--- config.mk ---
export PLATFORM = sky130hd
export DESIGN_NAME = fir_err_accum_flat
export DESIGN_NICKNAME = d
export VERILOG_FILES = /design/src/rtl/fir_err_accum_if.sv /design/src/rtl/fir_err_accum.sv /design/src/flat_wrapper.sv
export SDC_FILE = /design/constraint.sdc
export NUM_CORES = 1
export LEC_CHECK = 0
export ABC_AREA = 1
export ABC_CLOCK_PERIOD_IN_PS = 2400
export BUFFER_PORTS_ARGS = -buffer_cell sky130_fd_sc_hd__buf_2
export CORE_ASPECT_RATIO = 0.8
export CORE_UTILIZATION = 58
export DETAILED_ROUTE_END_ITERATION = 16
export GPL_ROUTABILITY_DRIVEN = 1
export GPL_TIMING_DRIVEN = 0
export PLACE_DENSITY = 0.79
export SETUP_SLACK_MARGIN = 0.02
export SLEW_MARGIN = 10
export SYNTH_ARGS = -nofsm -noshare
export SYNTH_HDL_FRONTEND = slang
export SYNTH_SLANG_ARGS = --single-unit
--- constraint.sdc ---
create_clock -name clk -period 2.4 [get_ports clk]
set_clock_uncertainty 0.05 [all_clocks]
set_input_delay 0.12 -clock clk [delete_from_list [all_inputs] [get_ports clk]]
set_output_delay 0.12 -clock clk [all_outputs]
set_load 0.02 [all_outputs]
--- src/rtl/fir_err_accum_if.sv ---
// Sample/result bundle between the approximate FIR output stage and the error accumulator.
// The master drives the sample pairs and start; the slave returns status and latched metrics.
interface fir_err_accum_if #(
    parameter int WIDTH    = 16,
    parameter int WIN_LOG2 = 10
);
    logic                          start;
    logic                          in_valid;
    logic signed [WIDTH-1:0]       y_apx;
    logic signed [WIDTH-1:0]       y_ref;
    logic                          busy;
    logic                          done;
    logic [WIDTH+WIN_LOG2-1:0]     sum_ed;
    logic [WIDTH-1:0]              max_ed;
    logic [WIN_LOG2:0]             err_cnt;
    logic [2*WIDTH+WIN_LOG2-1:0]   sse;

    modport master (
        output start, in_valid, y_apx, y_ref,
        input  busy, done, sum_ed, max_ed, err_cnt, sse
    );

    modport slave (
        input  start, in_valid, y_apx, y_ref,
        output busy, done, sum_ed, max_ed, err_cnt, sse
    );
endinterface

--- src/rtl/fir_err_accum.sv ---
// Windowed error metrics (sum/max/count of |y_apx - y_ref|) for approximate-filter characterisation.
// Define ERR_SQ_EN to add the sum-of-squared-error accumulator; otherwise sse is tied to 0.
module fir_err_accum #(
    parameter int WIDTH    = 16,
    parameter int WIN_LOG2 = 10
) (
    input  logic             clk,
    input  logic             rstN,
    fir_err_accum_if.slave   bus
);
    localparam int SUM_W = WIDTH + WIN_LOG2;
    localparam int CNT_W = WIN_LOG2 + 1;
    localparam int SSE_W = 2 * WIDTH + WIN_LOG2;

    typedef enum logic [1:0] {IDLE, RUN, DRAIN, DONE} state_t;

    state_t                state_reg, state_next;
    logic [WIN_LOG2-1:0]   smp_cnt_reg;
    logic                  accept;
    logic                  last_smp;
    logic                  clear_acc;

    logic [WIDTH:0]        diff_w;
    logic [WIDTH-1:0]      ed_w;

    logic                  s1_valid_reg;
    logic [WIDTH-1:0]      s1_ed_reg;
    logic                  s1_ne_reg;

    logic [SUM_W-1:0]      sum_acc_reg, sum_next;
    logic [WIDTH-1:0]      max_acc_reg, max_next;
    logic [CNT_W-1:0]      cnt_acc_reg, cnt_next;

    logic [SUM_W-1:0]      sum_out_reg;
    logic [WIDTH-1:0]      max_out_reg;
    logic [CNT_W-1:0]      cnt_out_reg;

    assign accept   = (state_reg == RUN) && bus.in_valid;
    assign last_smp = &smp_cnt_reg;

    always_ff @(posedge clk) begin
        if (!rstN) begin
            state_reg <= IDLE;
        end else begin
            state_reg <= state_next;
        end
    end

    always_comb begin
        state_next = state_reg;
        clear_acc  = 1'b0;
        case (state_reg)
            IDLE: begin
                if (bus.start) begin
                    state_next = RUN;
                    clear_acc  = 1'b1;
                end
            end
            RUN: begin
                if (accept && last_smp) begin
                    state_next = DRAIN;
                end
            end
            DRAIN: begin
                state_next = DONE;
            end
            DONE: begin
                if (bus.start) begin
                    state_next = RUN;
                    clear_acc  = 1'b1;
                end else begin
                    state_next = IDLE;
                end
            end
            default: begin
                state_next = IDLE;
            end
        endcase
    end

    // Counter wraps back to zero on the last sample, so it is ready for the next window.
    always_ff @(posedge clk) begin
        if (!rstN || clear_acc) begin
            smp_cnt_reg <= '0;
        end else if (accept) begin
            smp_cnt_reg <= smp_cnt_reg + WIN_LOG2'(1);
        end
    end

    // One extra bit makes the difference exact; its magnitude always fits back into WIDTH bits.
    assign diff_w = {bus.y_apx[WIDTH-1], bus.y_apx} - {bus.y_ref[WIDTH-1], bus.y_ref};
    assign ed_w   = diff_w[WIDTH] ? (~diff_w[WIDTH-1:0] + WIDTH'(1)) : diff_w[WIDTH-1:0];

    always_ff @(posedge clk) begin
        if (!rstN) begin
            s1_valid_reg <= 1'b0;
            s1_ed_reg    <= '0;
            s1_ne_reg    <= 1'b0;
        end else begin
            s1_valid_reg <= accept;
            if (accept) begin
                s1_ed_reg <= ed_w;
                s1_ne_reg <= |diff_w;
            end
        end
    end

    always_comb begin
        sum_next = sum_acc_reg;
        max_next = max_acc_reg;
        cnt_next = cnt_acc_reg;
        if (s1_valid_reg) begin
            sum_next = sum_acc_reg + {{WIN_LOG2{1'b0}}, s1_ed_reg};
            cnt_next = cnt_acc_reg + {{WIN_LOG2{1'b0}}, s1_ne_reg};
            if (s1_ed_reg > max_acc_reg) begin
                max_next = s1_ed_reg;
            end
        end
    end

    always_ff @(posedge clk) begin
        if (!rstN || clear_acc) begin
            sum_acc_reg <= '0;
            max_acc_reg <= '0;
            cnt_acc_reg <= '0;
        end else begin
            sum_acc_reg <= sum_next;
            max_acc_reg <= max_next;
            cnt_acc_reg <= cnt_next;
        end
    end

    // Results capture the accumulator including the last sample still in stage 1.
    always_ff @(posedge clk) begin
        if (!rstN) begin
            sum_out_reg <= '0;
            max_out_reg <= '0;
            cnt_out_reg <= '0;
        end else if (state_reg == DRAIN) begin
            sum_out_reg <= sum_next;
            max_out_reg <= max_next;
            cnt_out_reg <= cnt_next;
        end
    end

`ifdef ERR_SQ_EN
    logic [2*WIDTH-1:0]    ed_ext_w;
    logic [2*WIDTH-1:0]    s1_sq_reg;
    logic [SSE_W-1:0]      sse_acc_reg, sse_next;
    logic [SSE_W-1:0]      sse_out_reg;

    assign ed_ext_w = {{WIDTH{1'b0}}, ed_w};
    assign sse_next = s1_valid_reg ? (sse_acc_reg + {{WIN_LOG2{1'b0}}, s1_sq_reg}) : sse_acc_reg;

    always_ff @(posedge clk) begin
        if (!rstN) begin
            s1_sq_reg <= '0;
        end else if (accept) begin
            s1_sq_reg <= ed_ext_w * ed_ext_w;
        end
    end

    always_ff @(posedge clk) begin
        if (!rstN || clear_acc) begin
            sse_acc_reg <= '0;
        end else begin
            sse_acc_reg <= sse_next;
        end
    end

    always_ff @(posedge clk) begin
        if (!rstN) begin
            sse_out_reg <= '0;
        end else if (state_reg == DRAIN) begin
            sse_out_reg <= sse_next;
        end
    end

    assign bus.sse = sse_out_reg;
`else
    assign bus.sse = '0;
`endif

    assign bus.busy    = (state_reg == RUN) || (state_reg == DRAIN);
    assign bus.done    = (state_reg == DONE);
    assign bus.sum_ed  = sum_out_reg;
    assign bus.max_ed  = max_out_reg;
    assign bus.err_cnt = cnt_out_reg;
endmodule

--- src/flat_wrapper.sv ---
// flat-port wrapper written by rule: the top's interface ports become plain ports
module fir_err_accum_flat 
#(
    parameter int WIDTH    = 16,
    parameter int WIN_LOG2 = 10
)
  (clk, rstN, bus_start, bus_in_valid, bus_y_apx, bus_y_ref, bus_busy, bus_done, bus_sum_ed, bus_max_ed, bus_err_cnt, bus_sse);
  fir_err_accum_if #(.WIDTH(WIDTH), .WIN_LOG2(WIN_LOG2)) bus_i ();
  input  logic clk;
  input  logic rstN;
  input wire logic [$bits(bus_i.start)-1:0] bus_start;
  input wire logic [$bits(bus_i.in_valid)-1:0] bus_in_valid;
  input wire logic [$bits(bus_i.y_apx)-1:0] bus_y_apx;
  input wire logic [$bits(bus_i.y_ref)-1:0] bus_y_ref;
  output wire logic [$bits(bus_i.busy)-1:0] bus_busy;
  output wire logic [$bits(bus_i.done)-1:0] bus_done;
  output wire logic [$bits(bus_i.sum_ed)-1:0] bus_sum_ed;
  output wire logic [$bits(bus_i.max_ed)-1:0] bus_max_ed;
  output wire logic [$bits(bus_i.err_cnt)-1:0] bus_err_cnt;
  output wire logic [$bits(bus_i.sse)-1:0] bus_sse;
  assign bus_i.start = bus_start;
  assign bus_i.in_valid = bus_in_valid;
  assign bus_i.y_apx = bus_y_apx;
  assign bus_i.y_ref = bus_y_ref;
  assign bus_busy = bus_i.busy;
  assign bus_done = bus_i.done;
  assign bus_sum_ed = bus_i.sum_ed;
  assign bus_max_ed = bus_i.max_ed;
  assign bus_err_cnt = bus_i.err_cnt;
  assign bus_sse = bus_i.sse;
  fir_err_accum #(.WIDTH(WIDTH), .WIN_LOG2(WIN_LOG2)) u_core (.clk(clk), .rstN(rstN), .bus(bus_i));
endmodule
==> impl_metrics.tcl, run 1 <==
set metrics [dict create \
    outcome "finished, final reports clean" \
    fin_crit_sh_pct 97.5 \
    timing.rr.end "u_core.sum_acc_reg[15]" \
    synth_seq_cells 136 \
    rrSetupSlack_ps 60 \
    highest_layer "met4" \
    holdWs_ps 21.5 \
    hold_viol 0 \
    synth_area_leader_cell "dfxtp_1" \
    whs_endpoint "u_core.s1_ed_reg[0]" \
    portBuffers 90 \
    diodes 0 \
    grt_pass1_wl_mm 34.7 \
    wl_met3_mm 1.65 \
    antenna_left 0 \
    synth_edf_count 0 \
    synth.most_common_cell "nand2_1" \
    rows 38 \
    crit_family "compound AO/OA/AOI/OAI gates" \
    synth_seq_area_share_pct 32.7 \
    max-cap-violations 0 \
    fp.dieW_um 136 \
    finalInstanceArea_sq_um 10100 \
    finalPower_uw 9300 \
    power_density_nw_per_um2 919 \
    gp_congestion 0.945 \
    numCtsBuffers 17 \
    rsz0062_at_grt "yes" \
    ys_top_cells_by_area "dfxtp_1 (33%), nand2_1 (11%), inv_1 (8.7%), ha_1 (8.6%), nor2_1 (6.7%)" \
    wl_met2_mm 9.89 \
    hold_class "input pin to register" \
    wl_mm 22.0 \
    viasPerCell 5.18 \
    clkTransAtPathRegs_ps 60 \
    crit_buf_inv 1 \
    crit_fanout 6 \
    worst_ep_required_time_ps 2640 \
    dp_hpwl_mm 15.8 \
    peakVddDrop_v 0.000784 \
    path_cells "ha_2 > a21oi_2 > nand2_1 > a21boi_2 > o21bai_2 > nand2_1 > nand2_1 > xor2_1 > mux2i_1 > buf_4 > nor2_1" \
    grt_pass1_vias 7228 \
    leakage_uw 0.00512 \
    r2r-start "u_core.s1_ed_reg[2]" \
    start_util_pct 60.4 \
    die-height_um 109 \
    grt_max_degree 17 \
    syn_area_sq_um 8330 \
    dieArea_sq_um 14800 \
    drt_pass1_iterations 5 \
    startpoint_type "register" \
    core-area_sq_um 13800 \
    nNetsFinal 1462 \
    setup_viol 0 \
    critPathKind "register to register" \
    syn_inst 1212 \
    slew_viol_final 0 \
    wl_per_cell_um 14.1 \
    syn_avg_cell_area_sq_um 6.87 \
    grtUsageTotal_pct 30.0 \
    htree_levels 4 \
    synthTopCellsByCount "nand2_1 (249), inv_1 (194), nor2_1 (149), dfxtp_1 (136), a21oi_1 (62)" \
    worstHoldStart "bus_y_ref[0]" \
    crit_top_cell "nand2_1" \
    clk_latency_ps 420 \
    ys_types 49 \
    pin_count 133 \
    antenna_found_initial 0 \
    cts_root_buf "clkbuf_16" \
    cts_sinks 136 \
    cts_tree "built" \
    endpoint_kind "register" \
    n_fill_cell 1115 \
    grt_overflow_total 0 \
    slew_headroom_pct 51.7 \
    r2r_cells 11 \
    cpPeakStageDelay_ps 390 \
    critPathSlowestCell "dfxtp_2" \
    synth_top_area_share_pct 32.7 \
    drtIter0Drc 662 \
    synthFlopType "dfxtp_1" \
    period_needed_ps 2340 \
    m1WireLength_mm 10.2 \
    async_flop_share_pct 0 \
    placed_area_sq_um 9160 \
    hold_depth 3 \
    area_delta_synth_final_pct 21.6 \
    ctsHoldBuffers 0 \
    worstPathArrival_ps 2580 \
    vias 8083 \
    fmax_mhz 427 \
    synth_warnings 0 \
    clk_path_buf_depth 2 \
    worstMarginPinSlew_ps 724 \
    drive_above_1_share_pct 18.6 \
    remaining_drc_errors 0 \
]
final cells by class:
| class | instances | area (sq um) | share of cell area, % |
|---|---|---|---|
| Sequential cell | 136 | 2730 | 26.9 |
| Tap cell | 180 | 225 | 2.22 |
| Timing Repair Buffer | 95 | 488 | 4.82 |
| Inverter | 197 | 739 | 7.30 |
| Multi-Input combinational cell | 840 | 4790 | 47.3 |
| Clock inverter | 12 | 189 | 1.87 |
| Buffer | 80 | 507 | 5.00 |
| Clock buffer | 20 | 457 | 4.51 |
where the power goes:
part           switching [uW]  internal, uW
Sequential                297          2670
Combinational            2270          1200
Clock                    1060          1810
Total                    3620          5680
timing repair:
action                                  CTS  global route
endpoints found under the setup margin   24            82
setup buffers                             0             5
pin swaps                                 0             7
resized for setup                        12            76
gates cloned                              0             0
worst max-delay path by stage:
stage                              to                  start  slack, ps  depth (start not counted)
6_report       u_core.sum_acc_reg[15]    u_core.s1_ed_reg[2]         60                         11
4_1_cts          u_core.bus.max_ed[6]    u_core.s1_ed_reg[1]         10                         15
3_5_place_dp    u_core.bus.sum_ed[24]    u_core.s1_ed_reg[0]       -100                         13
5_1_grt         u_core.bus.sum_ed[25]   u_core.s1_ed_reg[14]        -30                         11
3_3_place_gp    u_core.bus.sum_ed[24]    u_core.s1_ed_reg[0]       -100                         13
2_1_floorplan   u_core.bus.sum_ed[20]  u_core.sum_acc_reg[0]        300                         12
metrics by stage:
step	TNS (ps)	worst slack, ps	utilization [%]	cells
4_1_cts	0	13.0	71.2	1555
3_3_place_gp	-225	-98.9	66.4	1523
6_report	0	59.1	73.4	1560
2_1_floorplan	0	303	-	1253
3_5_place_dp	-385	-99.7	66.4	1523
5_1_grt	-123	-34.9	73.4	1560
kinds of logic after synthesis:
kind of cell | synth area share, %
mux | 0.601
fa+ha+maj | 9.05
buf+inv | 14.6
simple gates | 25.8
compound gates | 13.1
xor+xnor | 4.10
flops | 32.7
other cells | 0.0450
tightest hold or removal path, cell delays in order:
cell     delay [ps]
buf_2            80
ha_1            180
a21oi_1          80
layer usage:
| layer | vias up | track usage, % |
|---|---|---|
| met5 | - | 0 |
| met4 | 0 | 8.33 |
| met3 | 34 | 5.90 |
| met2 | 314 | 48.3 |
| met1 | 3661 | 40.9 |
| li1 | 4074 | - |
cell usage in the layout (no fill, tap or decap), types with 4 or more instances in the layout:
| cell | count |
|---|---|
| bufinv_16 | 4 |
| o211ai_1 | 39 |
| o21ai_0 | 42 |
| clkbuf_1 | 23 |
| mux2i_1 | 5 |
| a21oi_2 | 4 |
| o21ai_1 | 15 |
| nand3b_1 | 5 |
| nand3_1 | 50 |
| buf_4 | 47 |
| o21ai_2 | 11 |
| ha_1 | 45 |
| dfxtp_1 | 133 |
| nand2_1 | 244 |
| clkbuf_16 | 17 |
| nand4_1 | 6 |
| conb_1 | 42 |
| a21oi_1 | 59 |
| xnor2_1 | 10 |
| a21o_1 | 4 |
| inv_1 | 193 |
| nor2_2 | 4 |
| buf_2 | 92 |
| nand2_2 | 17 |
| ha_4 | 10 |
| nand3_2 | 5 |
| nor3_1 | 13 |
| clkbuf_2 | 6 |
| nor4_1 | 4 |
| xor2_1 | 27 |
| buf_1 | 4 |
| nor2_1 | 147 |
Power figures use the tool's default switching activity.
==> run 2: changes to the inputs <==
Settings changed: ABC_CLOCK_PERIOD_IN_PS 2400 to 2900, CORE_UTILIZATION 58 to 62, PLACE_DENSITY 0.79 to 0.84.
Clock period 2.4 ns to 2.9 ns, I/O delays scaled along.
==> run 2 against run 1 <==
Effect of this change:
- hold slack better by 41 ps
- maximum frequency down 10%
- register-to-register slack better by 240 ps
- first-iteration DRC count down 4.4%
- routed wire length down 6.0%
- worst setup slack better by 240 ps
- via count down 1.4%
- count of clock-buffer cells in the layout down 1
- critical endpoint is now u_core.bus.max_ed[10]
==> impl_metrics.tcl, run 2 (synthesis gave the netlist of run 1 again) <==
set metrics [dict create \
    rrSetupSlack_ps 300 \
    antenna_left 0 \
    grt_pass1_vias 7295 \
    max-cap-violations 0 \
    worstMarginPinSlew_ps 747 \
    start_util_pct 64.2 \
    final-seq-area_sq_um 2720 \
    vias 7967 \
    worstHoldStart "bus_start" \
    grt_max_degree 17 \
    placed_area_sq_um 9150 \
    ctsHoldBuffers 0 \
    clkPwrFrac_pct 30.3 \
    period_needed_ps 2600 \
    cts_sinks 136 \
    pin_count 133 \
    wl_per_cell_um 13.4 \
    grt_pass1_wl_mm 34.1 \
    clk_path_buf_depth 2 \
    cts_resized 0 \
    hold_viol 0 \
    diodes 0 \
    grtUsageTotal_pct 30.7 \
    clkTransAtPathRegs_ps 60 \
    layout.cells.most_common_list "nand2_1 (249), inv_1 (194), nor2_1 (149)" \
    cts_tree "built" \
    hold_class "input pin to register" \
    antenna_found_initial 0 \
    numCtsBuffers 17 \
    outcome "finished, final reports clean" \
    worst_ep_required_time_ps 3170 \
    leakage_uw 0.00505 \
    gp_congestion 0.939 \
    core-area_sq_um 13000 \
    cts_setup_buffers 0 \
    drive_above_1_share_pct 14.3 \
    die-height_um 106 \
    fmax_mhz 385 \
    fp.dieW_um 132 \
    nNetsFinal 1457 \
    viasPerCell 5.14 \
    endpoint_kind "register" \
    n_fill_cell 1002 \
    crit_fanout 10 \
    fin_util_pct 75.3 \
    multiInputGateArea_sq_um 4540 \
    htree_levels 4 \
    drtIter0Drc 633 \
    portBuffers 90 \
    area_delta_synth_final_pct 17.2 \
    power_density_nw_per_um2 759 \
    rows 37 \
    finalInstanceArea_sq_um 9760 \
    critPathKind "register to register" \
    whs_endpoint "u_core.state_reg[1]" \
    timing.rr.end "u_core.bus.max_ed[10]" \
    p_int_uw 4510 \
    grt_overflow_total 0 \
    final_common_cell "nand2_1" \
    slew_viol_final 0 \
    r2r_cells 11 \
    clk_latency_ps 420 \
    finalSetupTns_ps 0 \
    hold_depth 3 \
    setup_viol 0 \
    fin_crit_sh_pct 89.7 \
    swShare_pct 39.1 \
    rsz0062_at_grt "no" \
    holdWs_ps 63.0 \
    cts_root_buf "clkbuf_16" \
    dp_hpwl_mm 15.5 \
    seqPwrFrac_pct 32.8 \
    drt_pass1_iterations 5 \
    slew_headroom_pct 49.9 \
    p_switching_uw 2900 \
    peakVddDrop_v 0.000584 \
    wl_mm 20.7 \
    r2r-start "u_core.s1_ed_reg[7]" \
    worstPathArrival_ps 2870 \
    combinationalPowerShare_pct 37.0 \
    dieArea_sq_um 13900 \
    startpoint_type "register" \
    remaining_drc_errors 0 \
]
==> run 2: cell count changes in the layout (fill, tap and decap cells not counted), sizes merged <==
cell and delta:
clkinvlp -2, buf -6, inv -1, clkinv +4, bufinv -1
==> run 2: worst max-delay path by stage <==
stage,depth (start not counted),slack [ps],start,to
2_1_floorplan,12,800,u_core.sum_acc_reg[0],u_core.bus.sum_ed[20]
3_3_place_gp,13,420,u_core.s1_ed_reg[0],u_core.bus.sum_ed[24]
3_5_place_dp,13,410,u_core.s1_ed_reg[0],u_core.bus.sum_ed[24]
4_1_cts,11,380,u_core.s1_ed_reg[7],u_core.bus.max_ed[10]
5_1_grt,16,70,u_core.s1_ed_reg[1],u_core.bus.max_ed[10]
6_report,11,300,u_core.s1_ed_reg[7],u_core.bus.max_ed[10]
==> run 2: routing by layer <==
layer	GRT usage [%]	vias to the layer above	part of all wire, %	routed length (um)
li1	-	4063	-	-
met1	41.0	3559	47	9680
met5	0	-	0	0
met3	6.30	44	7.8	1610
met4	11.6	0	2.3	486
met2	48.9	301	43	8920
==> run 2: area by class of cell <==
class	instances	area share, %
buffer	80	4.90
inverter	197	7.58
tap	175	2.24
clock inverter	12	1.72
clock buffer	19	4.54
timing repair buffer	90	4.61
multi-input combinational	840	46.5
sequential	136	27.9
==> run 2: critical path, stage by stage (launching register included) <==
cell and delay [ps]:
dfxtp_1 370, ha_1 340, nand2_1 90, nor4_1 380, a21oi_1 140, nand2_1 140, clkbuf_1 390, nand2_1 100
o21ai_0 220, nand2_1 130, o211ai_1 110, inv_1 50
==> run 2: metrics by stage <==
stage	power, uW	instances	setup slack (ps)
after global placement	5080	1518	417
after CTS	7380	1549	381
after floorplan	4360	1253	803
after detailed placement	5140	1518	406
after global routing	7820	1549	71.1
final	7410	1549	300
==> run 2: power groups by stage <==
stage,Sequential (uW),Clock (uW),Combinational (uW)
global placement,2450,0,2620
detailed placement,2460,0,2680
floorplan,2710,0,1660
finish,2430,2240,2740
CTS,2430,2240,2710
global route,2460,2330,3030
==> run 3: changes to the inputs <==
Settings changed: PLACE_DENSITY 0.84 to default, PLACE_DENSITY_LB_ADDON from default to 0.25.
==> run 3 against run 2 <==
Effect of this change:
- sequential power about the same
- utilization decreased by 0.22 points
- register-to-register slack got worse by 80 ps
- maximum frequency decreased by 3.0%
- flip-flop and latch count unchanged
- via count increased by 1.6%
- critical path depth unchanged
- first-iteration DRC count increased by 2.2%
- count of clock-buffer cells in the layout increased by 1
- critical endpoint is now u_core.bus.max_ed[11]
==> impl_metrics.tcl, run 3 (synthesis gave the netlist of run 1 again) <==
set metrics [dict create \
    dp_hpwl_mm 15.9 \
    worstMarginPinSlew_ps 765 \
    crit_family "simple AND/OR/NAND/NOR gates" \
    grtUsageTotal_pct 32.0 \
    layout.cells.most_common_list "nand2_1 (249), inv_1 (194), nor2_1 (149)" \
    wl_mm 21.5 \
    diodes 0 \
    path_cells "ha_1 > nand2_1 > nor4_1 > a21oi_1 > nand2_1 > clkbuf_1 > nand2_1 > o21ai_0 > nand2_1 > o211ai_1 > inv_1" \
    drtIter0Drc 647 \
    gp_congestion 0.951 \
    grt_busiest_layer "met2" \
    die-height_um 106 \
    startpoint_type "register" \
    crit_buf_inv 2 \
    crit_fanout 10 \
    antenna_left 0 \
    cts_root_buf "clkbuf_16" \
    endpoint_kind "register" \
    crit_top_cell "nand2_1" \
    fin_crit_sh_pct 92.4 \
    drive_above_1_share_pct 14.5 \
    rows 37 \
    finalPower_uw 7300 \
    cts_sinks 136 \
    power_density_nw_per_um2 751 \
    worst_ep_required_time_ps 3160 \
    cts_setup_buffers 0 \
    grt_use_met1_pct 42.5 \
    finalSetupTns_ps 0 \
    grt_use_met2_pct 51.3 \
    grt_max_degree 17 \
    core-area_sq_um 13000 \
    final_cells 1550 \
    numCtsBuffers 17 \
    antenna_found_initial 0 \
    grt_overflow_total 0 \
    dieArea_sq_um 13900 \
    grt_pass1_wl_mm 35.6 \
    critPathKind "register to register" \
    cts_tree "built" \
    slew_viol_final 0 \
    cts_resized 0 \
    grt_pass1_vias 7450 \
    rsz0062_at_grt "no" \
    start_util_pct 64.2 \
    grt_use_met3_pct 7.26 \
    remaining_drc_errors 0 \
    clkTransAtPathRegs_ps 60 \
    vias 8094 \
    area_delta_synth_final_pct 16.9 \
    dp_slack_ps 387 \
    fmax_mhz 373 \
    worstPathArrival_ps 2940 \
    pin_count 133 \
    final_common_cell "nand2_1" \
    portBuffers 90 \
    max-cap-violations 0 \
    viasPerCell 5.22 \
    outcome "finished, final reports clean" \
    clk_latency_ps 420 \
    wl_per_cell_um 13.8 \
    fp.dieW_um 132 \
    drt_pass1_iterations 8 \
    leakage_uw 0.00504 \
    dp_cells 1518 \
    worst_slack_ps 220 \
    nNetsFinal 1457 \
    cpPeakStageDelay_ps 420 \
    htree_levels 4 \
    hold_viol 0 \
    setup_viol 0 \
    slew_headroom_pct 48.7 \
    peakVddDrop_v 0.000514 \
    critPathSlowestCell "clkbuf_1" \
    period_needed_ps 2680 \
    clk_path_buf_depth 2 \
    ctsHoldBuffers 0 \
    hold_class "input pin to register" \
]
-- run 3: per-stage QoR --
| stage | utilization (%) | hold WS, ps | cell area, sq um |
|---|---|---|---|
| finish | 75.1 | 56.7 | 9730 |
| detailed placement | 70.6 | 410 | 9150 |
| CTS | 75.1 | 52.2 | 9730 |
| floorplan | - | 317 | 8480 |
| global placement | 70.6 | 406 | 9150 |
| global route | 75.1 | 57.0 | 9730 |
-- run 3: cell type report --
type / count / area, sq um
clock inverters: 12 / 115
multi-input cells: 840 / 4540
fillers: 1038 / 3230
clock buffers: 20 / 467
flip-flops and latches: 136 / 2720
inverters: 197 / 739
well taps: 175 / 219
plain buffers: 80 / 478
repair buffers: 90 / 450
-- run 3: worst paths after layout --
path	from	endpoint	slack, ps	depth (start not counted)
setup reg to reg	u_core.s1_ed_reg[3]	u_core.bus.max_ed[11]	220	11
setup / recovery	u_core.s1_ed_reg[3]	u_core.bus.max_ed[11]	220	11
hold reg to reg	u_core.bus.max_ed[4]	u_core.bus.max_ed[4]	430	2
hold / removal	bus_start	u_core.state_reg[0]	60	3
-- run 3: worst register-to-register path, cell delays in order (launching register included) --
cell and delay (ps):
dfxtp_1 380, ha_1 340, nand2_1 90, nor4_1 360, a21oi_1 150, nand2_1 140
clkbuf_1 420, nand2_1 140, o21ai_0 250, nand2_1 100, o211ai_1 100, inv_1 60
-- run 3: report_power, final --
group | total (uW) | internal [uW] | leakage, uW | switching [uW]
logic | 2750 | 925 | 0.00365 | 1830
registers | 2440 | 2210 | 0.00111 | 233
clock network | 2110 | 1260 | 0.000279 | 857
total | 7300 | 4390 | 0.00504 | 2920
-- run 3: per-layer routing --
layer,vias up,wire length (um)
met5,-,0
met1,3643,9780
li1,4069,-
met3,52,1760
met4,0,477
met2,330,9430
